File: src/rtl/pe8_feeder.sv
// pe8_feeder: gathers operand pairs into 14 PE8 slots, fires the PE8 with the job's
// enable pattern, waits out the PE latency and streams the captured results back.
module pe8_feeder #(
  parameter int N      = 32,
  parameter int Q      = 19,
  parameter int E8     = 10,
  parameter int PE_LAT = 3
) (
  input  logic            clk,
  input  logic            rst_n,
  input  logic            i_start,
  input  logic [E8-1:0]   i_cfg_en,
  output logic            o_busy,
  input  logic            i_s_valid,
  output logic            o_s_ready,
  input  logic [N-1:0]    i_s_data,
  input  logic [N-1:0]    i_s_weight,
  output logic [14*N-1:0] o_pe_in,
  output logic [14*N-1:0] o_pe_w,
  output logic [E8-1:0]   o_pe_en,
  input  logic [7*N-1:0]  i_pe_res,
  output logic            o_m_valid,
  input  logic            i_m_ready,
  output logic [N-1:0]    o_m_data,
  output logic            o_m_last,
  output logic            o_done
);
  localparam int CW = (PE_LAT > 1) ? $clog2(PE_LAT) : 1;
  localparam logic [CW-1:0] WCNT_LAST = CW'(PE_LAT - 1);

  if (Q >= N || PE_LAT < 1) begin : g_param_check
    $error("pe8_feeder: parameters need Q < N and PE_LAT >= 1");
  end

  typedef enum logic [2:0] {S_IDLE, S_LOAD, S_FIRE, S_WAIT, S_DRAIN} state_t;

  state_t        r_state, w_state_nxt;
  logic [E8-1:0] r_cfg;
  logic [N-1:0]  r_sd [14];
  logic [N-1:0]  r_sw [14];
  logic [N-1:0]  r_res [7];
  logic [3:0]    r_idx;
  logic [2:0]    r_ridx, w_ridx_nxt;
  logic [CW-1:0] r_wcnt;
  logic          r_s_ready, r_busy, r_m_valid, r_m_last, r_done;
  logic [E8-1:0] r_pe_en;
  logic [N-1:0]  r_m_data, w_m_data_nxt;

  logic       w_full, w_s_hs, w_m_hs, w_wait_done;
  logic [3:0] w_k_last;
  logic [2:0] w_r_last;

  assign w_full      = r_cfg[E8-1];
  assign w_k_last    = w_full ? 4'd7 : 4'd13;
  assign w_r_last    = w_full ? 3'd0 : 3'd6;
  assign w_s_hs      = i_s_valid & r_s_ready;
  assign w_m_hs      = r_m_valid & i_m_ready;
  assign w_wait_done = (r_wcnt == WCNT_LAST);

  always_comb begin
    w_state_nxt = r_state;
    w_ridx_nxt  = r_ridx;
    case (r_state)
      S_IDLE: begin
        w_ridx_nxt = 3'd0;
        if (i_start) w_state_nxt = S_LOAD;
        else         w_state_nxt = S_IDLE;
      end
      S_LOAD: begin
        if (w_s_hs && (r_idx == w_k_last)) w_state_nxt = S_FIRE;
        else                               w_state_nxt = S_LOAD;
      end
      S_FIRE: w_state_nxt = S_WAIT;
      S_WAIT: begin
        if (w_wait_done) w_state_nxt = S_DRAIN;
        else             w_state_nxt = S_WAIT;
      end
      S_DRAIN: begin
        if (w_m_hs && (r_ridx == w_r_last)) w_state_nxt = S_IDLE;
        else if (w_m_hs)                    w_ridx_nxt  = r_ridx + 3'd1;
        else                                w_ridx_nxt  = r_ridx;
      end
      default: w_state_nxt = S_IDLE;
    endcase
  end

  // The first result word bypasses r_res because it is captured on the same edge.
  always_comb begin
    w_m_data_nxt = {N{1'b0}};
    if (w_state_nxt != S_DRAIN)  w_m_data_nxt = {N{1'b0}};
    else if (r_state == S_WAIT)  w_m_data_nxt = i_pe_res[N-1:0];
    else                         w_m_data_nxt = r_res[w_ridx_nxt];
  end

  always_ff @(posedge clk or negedge rst_n) begin
    if (!rst_n) r_state <= S_IDLE;
    else        r_state <= w_state_nxt;
  end

  always_ff @(posedge clk or negedge rst_n) begin
    if (!rst_n) begin
      r_cfg  <= {E8{1'b0}};
      r_idx  <= 4'd0;
      r_ridx <= 3'd0;
      r_wcnt <= {CW{1'b0}};
      for (int k = 0; k < 14; k++) begin
        r_sd[k] <= {N{1'b0}};
        r_sw[k] <= {N{1'b0}};
      end
      for (int k = 0; k < 7; k++) r_res[k] <= {N{1'b0}};
    end else begin
      r_ridx <= w_ridx_nxt;
      case (r_state)
        S_IDLE: begin
          if (i_start) begin
            r_cfg <= i_cfg_en;
            r_idx <= 4'd0;
            for (int k = 0; k < 14; k++) begin
              r_sd[k] <= {N{1'b0}};
              r_sw[k] <= {N{1'b0}};
            end
          end
        end
        S_LOAD: begin
          if (w_s_hs) begin
            r_sd[r_idx] <= i_s_data;
            r_sw[r_idx] <= i_s_weight;
            r_idx       <= r_idx + 4'd1;
          end
        end
        S_FIRE: r_wcnt <= {CW{1'b0}};
        S_WAIT: begin
          r_wcnt <= r_wcnt + {{(CW-1){1'b0}}, 1'b1};
          if (w_wait_done) begin
            for (int k = 0; k < 7; k++) r_res[k] <= i_pe_res[k*N +: N];
          end
        end
        default: ;
      endcase
    end
  end

  // Outputs are registered from the next state so they line up with the state they describe.
  always_ff @(posedge clk or negedge rst_n) begin
    if (!rst_n) begin
      r_s_ready <= 1'b0;
      r_busy    <= 1'b0;
      r_pe_en   <= {E8{1'b0}};
      r_m_valid <= 1'b0;
      r_m_data  <= {N{1'b0}};
      r_m_last  <= 1'b0;
      r_done    <= 1'b0;
    end else begin
      r_s_ready <= (w_state_nxt == S_LOAD);
      r_busy    <= (w_state_nxt != S_IDLE);
      r_pe_en   <= ((w_state_nxt == S_FIRE) || (w_state_nxt == S_WAIT)) ? r_cfg : {E8{1'b0}};
      r_m_valid <= (w_state_nxt == S_DRAIN);
      r_m_data  <= w_m_data_nxt;
      r_m_last  <= (w_state_nxt == S_DRAIN) && (w_ridx_nxt == w_r_last);
      r_done    <= (r_state == S_DRAIN) && w_m_hs && (r_ridx == w_r_last);
    end
  end

  for (genvar k = 0; k < 14; k++) begin : g_slot
    assign o_pe_in[k*N +: N] = r_sd[k];
    assign o_pe_w[k*N +: N]  = r_sw[k];
  end

  assign o_busy    = r_busy;
  assign o_s_ready = r_s_ready;
  assign o_pe_en   = r_pe_en;
  assign o_m_valid = r_m_valid;
  assign o_m_data  = r_m_data;
  assign o_m_last  = r_m_last;
  assign o_done    = r_done;
endmodule

File: config.mk
export PLATFORM = sky130hd
export DESIGN_NAME = pe8_feeder
export DESIGN_NICKNAME = d
export VERILOG_FILES = /design/src/rtl/pe8_feeder.sv
export SDC_FILE = /design/constraint.sdc
export NUM_CORES = 2
export LEC_CHECK = 0
export CAP_MARGIN = 10
export CORE_AREA = 2 2 486 488
export CTS_CLUSTER_DIAMETER = 200
export DETAILED_ROUTE_END_ITERATION = 10
export DIE_AREA = 0 0 488 490
export PLACE_DENSITY = 0.45
export SKIP_LAST_GASP = 1
export SLEW_MARGIN = 40
export SYNTH_ARGS = -nofsm -noshare
export SYNTH_HDL_FRONTEND = slang
export SYNTH_SLANG_ARGS = --single-unit
File: constraint.sdc
create_clock -name clk -period 3 [get_ports clk]
set_input_delay 0.75 -clock clk [delete_from_list [all_inputs] [get_ports clk]]
set_output_delay 0.75 -clock clk [all_outputs]
set_load 0.05 [all_outputs]
==> impl_metrics.toml <==
[critical_path]
worstRegToRegCells = 10
required_ns = 2.25
crit_chain = "clkdlybuf4s50_1"
crit_buf_inv = 1
arrival_ns = 2.17
crit_path_end_kind = "primary output"
crit_slowest_cell = "clkdlybuf4s50_1"
crit_type = "reg -> out"
cp_max_fo = 2
path_delay_family = "buffers and inverters"
r2r-end = "o_pe_in[272]"
slowest_delay_ns = 0.96
reg2reg_slack_ns = 0.23
crit_path_start_kind = "flip-flop"
reg2reg_from = "r_state[0]"

[yosys]
synth_nets = 4383
synthXorXnorAreaFrac = 0.000381
synth-simple-area-share = 0.118
async_flop_share = 1.00
ys_ff_latch = 1189
yosysWarnings = 0
muxShareOfSynthArea = 0.0789
synth_top_family_by_area = "simple AND/OR/NAND/NOR gates"
ys_seq_area_frac = 0.648
synth_fa_ha_area_frac = 0.00163
netlist_instances = 4074
synth-edff-count = 0
ys.flop_type = "dfrtp_1"
syn_avg_cell_area_um2 = 11.3
synth.distinct_cells = 41
synth_compound_area_frac = 0.115
syn_area_um2 = 45900

[timing]
slew_headroom = 0.480
hold_viol = 0
fin_ws_ns = 0.0815
fmax_mhz = 343
tightest_slew_ns = 0.778
fin_crit_sh = 0.973
drv_slew = 0
setup_viol_count_final = 0
rsz0062_at_grt = "no"
fin_skew_ns = 0.0453
post-route-min-period_ns = 2.92

[clock_tree]
clockBufferDepth = 3
tritoncts = "yes"
h-tree-depth = 4
tritoncts.num_buffers = 144
clock-sinks = 1189
path_clk_slew_ns = 0.06
clock_latency_ns = 0.82
post_cts_buffers = 0
root_buffer = "clkbuf_16"

[power_and_ir_drop]
p_total_w = 0.0727
seq_power_share = 0.316
power_switching_share = 0.452
p_switching_w = 0.0329
internal-power_w = 0.0398
pwr-share-clk = 0.244
pwr_density_cell_nw_per_um2 = 1050
leakagePower_nw = 28.8
power_frac_comb = 0.440
peakVddDrop_mv = 0.698

[finish]
postLayoutCoreUtil = 0.295
nets = 5647
n_fill_cell = 24275
syn_to_final_growth_pct = 50.3
final_cell_count_no_fill = 8619
drive_gt1_frac = 0.150
final_cell_mix = "clkdlybuf4s50_1 (1,240), dfrtp_1 (1,189), o21ai_0 (934), nand3_1 (901), mux2_2 (274)"
final_common_cell = "clkdlybuf4s50_1"

[global_routing]
antenna_found_initial = 46
grt_usage = 0.185
grt_pass1_wl_mm = 313
grt_pass1_vias = 38149
grt-ovfl-total = 0
grt_max_degree = 119

[detailed_routing]
ant_nets = 0
route.detailed.drc = 0
avgViaCountPerCell = 4.39
firstDrtPassIters = 5
wire_per_inst_um = 26.4
routed_wl_mm = 227
drt_iter0_markers = 2386
via_count = 37861

[floorplanning]
die_w_um = 488
fp.coreArea_um2 = 234000
die_area_um2 = 239000
core.rowCount = 178
io_pins = 1246
start_util = 0.196
die_y_um = 490

[run]
maxCapViolCount = 0

[worst_hold_path]
hold_path_class = "reg -> reg"
hold_end = "r_cfg[0]"
whs_path_depth = 2
worstHoldStart = "r_cfg[0]"

[placement]
post-place-ws_ns = -0.126
place_hpwl_mm = 167
io_buffers = 1245
place_inst = 8341
place.gp.congestion = 0.838

[outcome]
outcome = "finished, final reports clean"
==> worst max-delay path by stage <==
stage / slack, ns / end / from / cells past startpoint
after global placement: -0.11 / o_m_data[11] / i_m_ready / 9
after CTS: 0.03 / o_pe_w[194] / o_pe_w[194] / 1
after detailed placement: -0.13 / o_m_data[2] / i_m_ready / 9
final: 0.08 / o_pe_w[106] / o_pe_w[106] / 1
after floorplan: 0.60 / o_m_data[10] / i_m_ready / 9
after global routing: 0.01 / o_pe_in[272] / r_state[0] / 10
==> cells in the mapped netlist, types with 12 or more instances <==
cell         n  area (um^2)
a221oi_1    32          280
and2_1      13         81.3
buf_1      137          514
buf_2       58          290
clkbuf_1   231          867
dfrtp_1   1189        29800
mux2_1      46          518
mux2_2     274         3090
nand2_1    109          409
nand3_1    913         4570
nor2_1      12         45.0
nor3_1      34          170
o21ai_0    934         4670
o22ai_1     32          200
==> registers in the layout, indices dropped and copies added (netlist names), 4 cells and up <==
signal,flops
o_m_data,32
o_pe_en,10
o_pe_in,448
o_pe_w,448
r_cfg,10
r_idx,4
r_res,224
==> layer usage <==
layer | GRT usage | vias up | wire, um
met5 | 0 | - | 206
met4 | 0.0589 | 32 | 7170
met3 | 0.0485 | 321 | 16600
met2 | 0.333 | 1416 | 118000
met1 | 0.210 | 19041 | 85500
li1 | - | 17051 | -
==> through the flow <==
| step | setup TNS, ns | hold slack [ns] | instance area (um^2) |
|---|---|---|---|
| after floorplan | 0 | 0.437 | 45900 |
| final | 0 | 0.461 | 69100 |
| after CTS | 0 | 0.429 | 69000 |
| after detailed placement | -2.87 | 0.455 | 64200 |
| after global routing | 0 | 0.470 | 69000 |
| after global placement | -2.65 | 0.449 | 64200 |
==> power by group through the flow <==
| stage | logic [W] | registers, W | clock network (W) |
|---|---|---|---|
| after floorplan | 0.00673 | 0.0331 | 0 |
| after detailed placement | 0.0325 | 0.0233 | 0 |
| after global routing | 0.0335 | 0.0234 | 0.0189 |
| final | 0.0320 | 0.0230 | 0.0178 |
| after CTS | 0.0326 | 0.0230 | 0.0183 |
| after global placement | 0.0324 | 0.0231 | 0 |
==> what timing repair did <==
item,CTS,global route
endpoints found under the hold margin,31,0
hold buffers,1,0
resized for setup,3,0
endpoints found under the setup margin,3,0
==> cell type report <==
cell class / instances / area, um^2 / share of cell area
antenna: 18 / 45.0 / 0.000652
clock buffer: 224 / 4300 / 0.0622
clock inverter: 35 / 542 / 0.00784
inverter: 9 / 35.0 / 0.000507
multi-input combinational: 2444 / 14600 / 0.211
sequential: 1189 / 29800 / 0.431
tap: 3150 / 3940 / 0.0571
timing repair buffer: 1550 / 15900 / 0.230
==> kinds of logic (layout without fill, tap and decap cells) <==
family          after synthesis  in the layout
other cells                   0             18
mux                         322            322
fa+ha+maj                     6              6
compound gates             1012           1012
simple gates               1102           1102
xor+xnor                      2              2
flops                      1189           1189
buf+inv                     441           1818
(Power assumes the default switching activity.)
==> variant: new RTL, same settings <==
`E8`: 10 -> 9.
--- a/src/rtl/pe8_feeder.sv
+++ b/src/rtl/pe8_feeder.sv
@@ -3,7 +3,7 @@
 module pe8_feeder #(
   parameter int N      = 32,
   parameter int Q      = 19,
-  parameter int E8     = 10,
+  parameter int E8     = 9,
   parameter int PE_LAT = 3
 ) (
   input  logic            clk,
Ports: changed (resized i_cfg_en and o_pe_en); port bits go from 1246 to 1244. The function was not compared with the original's and may differ.
==> variant against the unedited design <==
Synthesized cell count is 11% higher. Combinational power is 9.4% higher. Critical path depth stayed put. Total power is 4.9% higher. Design area is 0.82% lower. Setup slack better by 2.9 ps. Die area stayed put. Area after synthesis is 0.26% higher. Sequential cell count is 2 lower. Routed wire length is 0.83% higher.
==> variant: results (changes against the unedited design) <==
Status
Run status: completed (unchanged).

Synthesis
The post-synthesis adder-cell area fraction came to 0.163% (about the same). Synth top area cells: sky130_fd_sc_hd__dfrtp_1 (64%), sky130_fd_sc_hd__o21ai_0 (10%), sky130_fd_sc_hd__nand3_1 (9.9%) (was sky130_fd_sc_hd__dfrtp_1 (65%), sky130_fd_sc_hd__o21ai_0 (10%), sky130_fd_sc_hd__nand3_1 (9.9%)). The cell count after synthesis is 4521 (was 4074). The number of distinct library cell variants in the gate-level netlist after synthesis was 56 (was 41). The multiplexer fraction of the synthesized cell area came to 2.46% (was 7.89%).

Most frequent cells after synthesis: sky130_fd_sc_hd__dfrtp_1 (1187), sky130_fd_sc_hd__o21ai_0 (916), sky130_fd_sc_hd__nand3_1 (915), sky130_fd_sc_hd__nand2_1 (773), sky130_fd_sc_hd__clkbuf_1 (280) (was sky130_fd_sc_hd__dfrtp_1 (1189), sky130_fd_sc_hd__o21ai_0 (934), sky130_fd_sc_hd__nand3_1 (913), sky130_fd_sc_hd__mux2_2 (274), sky130_fd_sc_hd__clkbuf_1 (231)).

Drt
The number of DRC markers in iteration 0 was 2479 (was 2386). The final wirelength was 229 mm (was 227 mm). The number of vias per cell after detailed routing is 4.38 (was 4.39).

Finish
The clock network area share was 6.90% (was 7.00%). The share of post-route cells with drive strength above 1 is 9.94% (was 15.0%). The number of multi-input logic gates was 2873 (was 2444). The sequential portion of the cell area is 43.4% (was 43.1%). The footprint of the multi-input gates is 14700 um^2 (was 14600 um^2). The count of clock buffers in the final design came to 208 (was 224). The number of antenna diodes is 12 (was 18). The count of plain and timing-repair buffers was 1507 (was 1550). The count of filler cells inserted in the layout is 24800 (was 24300). The count of sequential standard cells was 1187 (was 1189). The area share of buffers outside the clock network was 22.4% (was 23.0%). The post-layout net count is 6030 (was 5647).

Global routing
The global-route usage over all layers is 18.6% (was 18.5%). The maximum number of pins on one net before global-route repair is 141 (was 119). The via count of the first global-routing pass is 39300 (was 38100). The initial antenna violation count came to 35 (was 46).

STA
The portion of the clock cycle consumed by the worst path in the final layout is 97.2% (was 97.3%). The clock tree skew after final layout is 61.6 ps (was 45.3 ps). The worst hold margin was 463 ps (was 461 ps). The relative max-transition margin is 48.8% (was 48.0%).

Place
The number of placed cells counting well taps came to 8725 (was 8341). The post-placement setup slack is -164 ps (was -126 ps). The global placement routability congestion came to 0.853 (was 0.838).

The quantity of I/O buffers inserted on ports is 1243 (was 1245). The final HPWL from detailed placement is 169 mm (was 167 mm).

Setup path
The number of cells on the worst reg-to-reg path is 6 (was 10). The capture instance of the worst register-to-register path is o_m_data[29]$_DFF_PN0_ (was o_pe_in[272]$_DFFE_PN0P_). The biggest cell delay along the critical path is 890 ps (was 960 ps). The timing endpoint of the critical path is o_pe_in[132] (was o_pe_w[106]). The launch point of the worst path is o_pe_in[132]$_DFFE_PN0P_ (was o_pe_w[106]$_DFFE_PN0P_). The slack of the worst reg-to-reg path is 330 ps (was 230 ps).

Power and ir drop
The worst supply voltage drop on vdd is 0.678 mV (was 0.698 mV).
[variant: changes by cell type in the layout (fill, tap and decap cells not counted), moves of 33 or more]
cell	change
sky130_fd_sc_hd__mux2_2	-220
sky130_fd_sc_hd__nand2_1	+664
sky130_fd_sc_hd__mux2_1	-36
sky130_fd_sc_hd__mux2i_1	+39
sky130_fd_sc_hd__nor3_1	-33
[variant: power breakdown]
part	internal (mW)	switching, mW	leakage [nW]
registers	20.7	2.99	15.2
logic	9.77	25.3	11.3
clock network	9.98	7.53	2.30
total	40.5	35.8	28.9
[variant: per-layer routing]
layer  up-vias  global-route usage, %  routed length (um)
met2      1390                   33.0              117000
met4        12                   6.89                8610
met3       319                   3.85               13800
met1     19600                   21.9               90000
met5         -                      0                  74
li1      18000                      -                   -
[variant: worst min-delay path by stage]
stage | start | end | depth (start not counted)
finish | r_cfg[5]$_DFFE_PN0P_ | r_cfg[5]$_DFFE_PN0P_ | 2
global route | i_pe_res[70] | r_res[134]$_DFFE_PN0P_ | 3
CTS | i_pe_res[217] | r_res[25]$_DFFE_PN0P_ | 3
detailed placement | r_cfg[1]$_DFFE_PN0P_ | r_cfg[1]$_DFFE_PN0P_ | 2
global placement | r_cfg[3]$_DFFE_PN0P_ | r_cfg[3]$_DFFE_PN0P_ | 2
floorplan | r_cfg[0]$_DFFE_PN0P_ | r_cfg[0]$_DFFE_PN0P_ | 2
[variant: stage by stage]
stage | setup TNS, ps | cell area [um^2]
floorplan | 0 | 46100
detailed placement | -365 | 63700
finish | 0 | 68500
global route | 0 | 68500
CTS | 0 | 68500
global placement | -226 | 63700
[variant: repair_timing]
item / CTS / global route
resized for setup: 0 / 1
hold endpoints to repair: 30 / 0
endpoints found under the setup margin: 0 / 1
setup buffers: 0 / 0
hold buffers: 1 / 0
